--- config.mk ---
export PLATFORM = sky130hd
export DESIGN_NAME = gate_stim_seq
export DESIGN_NICKNAME = d
export VERILOG_FILES = /design/src/rtl/gate_seq_pkg.sv /design/src/rtl/gate_hold_timer.sv /design/src/rtl/gate_stim_seq.sv
export SDC_FILE = /design/constraint.sdc
export NUM_CORES = 1
export LEC_CHECK = 0
export CAP_MARGIN = 10
export CORE_MARGIN = 2
export CORE_UTILIZATION = 52
export DETAILED_ROUTE_END_ITERATION = 10
export PLACE_DENSITY = 0.81
export SYNTH_ARGS = -nofsm -noshare
export SYNTH_HDL_FRONTEND = slang
export SYNTH_SLANG_ARGS = --single-unit
--- constraint.sdc ---
create_clock -name clk -period 8 [get_ports clk]
set_input_delay 1.2 -clock clk [delete_from_list [all_inputs] [get_ports clk]]
set_output_delay 1.2 -clock clk [all_outputs]
set_load 0.01 [all_outputs]
--- src/rtl/gate_seq_pkg.sv ---
// Shared constants for the gate stimulus sequencer: FSM encoding, sweep sizes
// and the golden truth table of the current gate network.
package gate_seq_pkg;

  localparam logic [1:0] ST_IDLE = 2'd0;
  localparam logic [1:0] ST_RUN  = 2'd1;
  localparam logic [1:0] ST_DONE = 2'd2;

  localparam int NVEC  = 16;
  localparam int VEC_W = 4;
  localparam int TT_W  = 16;

  // out = (a|b) & ~(~b & ~(c|d)), bit i is the response to {a,b,c,d} = i
  localparam logic [TT_W-1:0] GATE_TT = 16'hFEF0;

endpackage

--- src/rtl/gate_hold_timer.sv ---
// Per-vector hold counter: counts while enabled, flags the last hold cycle
// and wraps to zero on it.
module gate_hold_timer #(
  parameter int HOLD_CYCLES = 2
) (
  input  logic       clk,
  input  logic       rst_n,
  input  logic       clr,
  input  logic       en,
  output logic [3:0] hold_cnt,
  output logic       last
);

  logic [3:0] hold_cnt_r;

  assign hold_cnt = hold_cnt_r;
  assign last     = (hold_cnt_r == 4'(HOLD_CYCLES - 1));

  // hold counter with clear priority over count
  always_ff @(posedge clk) begin
    if (!rst_n) begin
      hold_cnt_r <= 4'd0;
    end else if (clr) begin
      hold_cnt_r <= 4'd0;
    end else if (en) begin
      if (last) begin
        hold_cnt_r <= 4'd0;
      end else begin
        hold_cnt_r <= hold_cnt_r + 4'd1;
      end
    end else begin
      hold_cnt_r <= hold_cnt_r;
    end
  end

endmodule

--- src/rtl/gate_stim_seq.sv ---
// Sweeps all 16 {a,b,c,d} vectors into the gate network, captures its output
// into a truth-table word and compares it with a golden word at the end.
module gate_stim_seq
  import gate_seq_pkg::*;
#(
  parameter int HOLD_CYCLES = 2
) (
  input  logic             clk,
  input  logic             rst_n,
  input  logic             start,
  // golden word; "expect" is a reserved word in SystemVerilog
  input  logic [TT_W-1:0]  expected,
  input  logic             gate_out,
  output logic [VEC_W-1:0] vec,
  output logic             busy,
  output logic             done,
  output logic [TT_W-1:0]  truth_table,
  output logic             match,
  output logic [4:0]       mismatch_cnt
);

  logic [1:0]       state_r;
  logic [3:0]       idx_r;
  logic [VEC_W-1:0] vec_r;
  logic             busy_r;
  logic             done_r;
  logic [TT_W-1:0]  tt_r;
  logic             match_r;
  logic [4:0]       mcnt_r;

  logic             run_s;
  logic             last_s;
  logic [3:0]       hold_cnt_s;
  logic [TT_W-1:0]  diff_s;
  logic [4:0]       pop_s;

  assign run_s = (state_r == ST_RUN);

  gate_hold_timer #(.HOLD_CYCLES(HOLD_CYCLES)) u_timer (
    .clk      (clk),
    .rst_n    (rst_n),
    .clr      (!run_s),
    .en       (run_s),
    .hold_cnt (hold_cnt_s),
    .last     (last_s)
  );

  // mismatch popcount between captured and golden words
  always_comb begin
    diff_s = tt_r ^ expected;
    pop_s  = 5'd0;
    for (int i = 0; i < NVEC; i++) begin
      pop_s = pop_s + {4'd0, diff_s[i]};
    end
  end

  // sweep FSM with capture and result registers
  always_ff @(posedge clk) begin
    if (!rst_n) begin
      state_r <= ST_IDLE;
      idx_r   <= 4'd0;
      vec_r   <= {VEC_W{1'b0}};
      busy_r  <= 1'b0;
      done_r  <= 1'b0;
      tt_r    <= {TT_W{1'b0}};
      match_r <= 1'b0;
      mcnt_r  <= 5'd0;
    end else begin
      case (state_r)
        ST_IDLE: begin
          done_r <= 1'b0;
          if (start) begin
            state_r <= ST_RUN;
            idx_r   <= 4'd0;
            vec_r   <= {VEC_W{1'b0}};
            tt_r    <= {TT_W{1'b0}};
            busy_r  <= 1'b1;
          end else begin
            busy_r  <= 1'b0;
            vec_r   <= {VEC_W{1'b0}};
          end
        end
        ST_RUN: begin
          if (last_s) begin
            tt_r[idx_r] <= gate_out;
            idx_r       <= idx_r + 4'd1;
            if (idx_r == 4'd15) begin
              state_r <= ST_DONE;
              done_r  <= 1'b1;
              vec_r   <= {VEC_W{1'b0}};
            end else begin
              vec_r   <= idx_r + 4'd1;
            end
          end else begin
            vec_r <= idx_r;
          end
        end
        ST_DONE: begin
          match_r <= (tt_r == expected);
          mcnt_r  <= pop_s;
          done_r  <= 1'b0;
          busy_r  <= 1'b0;
          state_r <= ST_IDLE;
        end
        default: begin
          state_r <= ST_IDLE;
          busy_r  <= 1'b0;
          done_r  <= 1'b0;
          vec_r   <= {VEC_W{1'b0}};
        end
      endcase
    end
  end

  assign vec          = vec_r;
  assign busy         = busy_r;
  assign done         = done_r;
  assign truth_table  = tt_r;
  assign match        = match_r;
  assign mismatch_cnt = mcnt_r;

endmodule

==> out/metrics.cfg <==
[synth]
ys_types = 39
syn_nets = 318
ys.flop_type = dfxtp_1
syn_inst = 276
synthArstFlopShare_pct = 0
ys_ff_latch = 38
synth_edf_count = 0
synth_area_per_cell_um2 = 8.464
yosysSeqAreaShare_pct = 32.57
synth_warnings = 0
synthesis.area_um2 = 2336

[clocking]
clkTransAtPathRegs_ps = 70
cts_buffers = 5
clkSinkCount = 38
clockRootBuffer = clkbuf_8
cts_tree = built
cts_resized = 0
h-tree-depth = 2
hold_buffers = 0
insertion_delay_ps = 290
clk_path_buf_depth = 2
post_cts_buffers = 0

[floorplan]
fp.dieH_um = 71.03
start_util_pct = 53.65
die_x_um = 71.03
rows = 24
coreArea_um2 = 4354
ioPinCount = 48
die_area_um2 = 5045

[timing]
worstMarginPinSlew_ps = 1167
period_share_pct = 62.54
final.setup.tns_ps = 0
worst_slack_ps = 2997
relSlewSlack_pct = 21.94
min_period_ps = 5003
hold_viol_final = 0
fmax_ghz = 0.1999
rsz0062_at_grt = no
fin_skew_ps = 6.850
setup_viol = 0
whs_ps = 466.0
slew_violations = 0

[run]
drv_cap = 0

[critical_path]
critPathMaxFanout = 2
crit_arrival_ps = 5220
start_kind = primary input
critPathRequiredTime_ps = 8210
r2r-start = truth_table[3]
crit_path_end_kind = register
worst-setup-path-type = primary input to register
startpoint = expected[3]
r2r_slack_ps = 3970

[global_routing]
grt_pass1_vias = 1830
grt_pass1_wl_um = 8687
grt_max_degree = 39
antenna_found_initial = 0
grt_usage_pct = 21.73
grt_overflow_total = 0

[layout]
antenna_cells = 0
nNetsFinal = 351
nFillCells = 366
mostFrequentLayoutCell = clkdlybuf4s50_1
mostFrequentLayoutCells = clkdlybuf4s50_1 (47), dfxtp_1 (38), a21oi_1 (22), nand3_1 (22), inv_1 (20)
drive_gt1_share_pct = 3.548
syn2layout_area_growth_pct = 25.33

[pwr]
p_leak_nw = 1.157
power_density_nw_per_um2 = 176.3
peakVddDrop_mv = 0.1628

[placed_design]
place_congestion = 0.8136
dp_hpwl_um = 3947
io_buffer_count = 47
preCtsSetupSlack_ps = 2729

[routing]
drt-total-wl_um = 5351
wl_per_cell_um = 14.78
viasPerCell = 5.674
drc = 0
detail-route-antenna-nets = 0
vias = 2054
drt_first_pass_iters = 4
drt_first_iter_violations = 112

[worst_hold_path]
hold_class = register to register
min_from = mismatch_cnt[0]

[outcome]
status = complete, no violations

-- flip-flops by register name, summed over array words and instances, names as in the netlist --
signal            flops
match                 1
state_r               2
busy                  1
u_timer.hold_cnt      4
idx_r                 4
mismatch_cnt          5
done                  1
truth_table          16
vec                   4
-- per-stage QoR --
stage / std cells / total power [mW] / instance area (um2) / util (%)
final: 362 / 0.5162 / 2928 / 67.24
after detailed placement: 354 / 0.3204 / 2785 / 63.97
after CTS: 362 / 0.5196 / 2928 / 67.24
after global placement: 354 / 0.3159 / 2785 / 63.97
after floorplan: 276 / 0.2864 / 2336 / -
after global routing: 362 / 0.5441 / 2928 / 67.24
-- path summary, 6_finish.rpt --
kind,cells past startpoint,end
setup reg to reg,14,mismatch_cnt[4]
hold reg to reg,2,mismatch_cnt[0]
setup / recovery,15,mismatch_cnt[4]
hold / removal,2,mismatch_cnt[0]
-- final cells by class --
| class | count | area (um2) | share of cell area [%] |
|---|---|---|---|
| Multi-Input combinational cell | 197 | 1414 | 48.29 |
| Clock inverter | 2 | 60.06 | 2.051 |
| Inverter | 20 | 75.07 | 2.564 |
| Sequential cell | 38 | 760.7 | 25.98 |
| Clock buffer | 6 | 82.58 | 2.821 |
| Timing Repair Buffer | 47 | 470.5 | 16.07 |
| Tap cell | 52 | 65.06 | 2.222 |
-- where the power goes --
| group | switching, mW | total, mW | internal [mW] |
|---|---|---|---|
| Combinational | 0.0663 | 0.123 | 0.0570 |
| Clock | 0.0676 | 0.201 | 0.133 |
| Sequential | 0.00178 | 0.192 | 0.190 |
-- cell families (layout without fill, tap and decap cells) --
kind of cell	after synthesis	in the layout	share of synthesized area, %
AOI/OAI and AO/OA	74	74	19.87
DFF	38	38	32.57
xor gates and xnor gates	19	19	7.124
buffers and inverters	41	75	6.909
adders and majority gates	22	22	15.00
and+or+nand+nor	82	82	18.53
-- worst max-delay path: stages --
cell and delay [ps]:
clkdlybuf4s50_1 410, xnor2_1 300, inv_1 100, fa_1 490
inv_1 60, fa_1 510, fa_1 520, fa_1 480
inv_1 70, ha_1 170, inv_1 60, fa_1 370
nor2b_1 170, o211ai_1 100, a21boi_0 220
-- metal layers --
metal	GRT usage, %	vias up	wire length, um
li1	-	1010	-
met1	29.25	978	2412
met2	34.79	59	2606
met3	4.986	7	246
met4	6.918	0	86
met5	0	-	0
-- cells in the mapped netlist (all sizes together), types with 2 or more instances --
library cell  number  area (um2)
a21boi            20       150.1
a21o               3       22.52
a21oi             22       110.1
and2               2       12.51
and3               3       18.77
buf                3       13.76
clkbuf            18       72.57
dfxtp             38       760.7
fa                10       200.2
ha                12       150.1
inv               20       75.07
nand2             18       67.56
nand2b             4       25.02
nand3             22       110.1
nand4              3       18.77
nand4b             2       17.52
nor2              10       37.54
nor2b              7       43.79
nor3               4       20.02
o211ai             5       37.54
o21ai             17       85.08
or4                2       15.01
xnor2              7       61.31
xor2              12       105.1
Note: power is estimated with default switching activity, not from simulation.
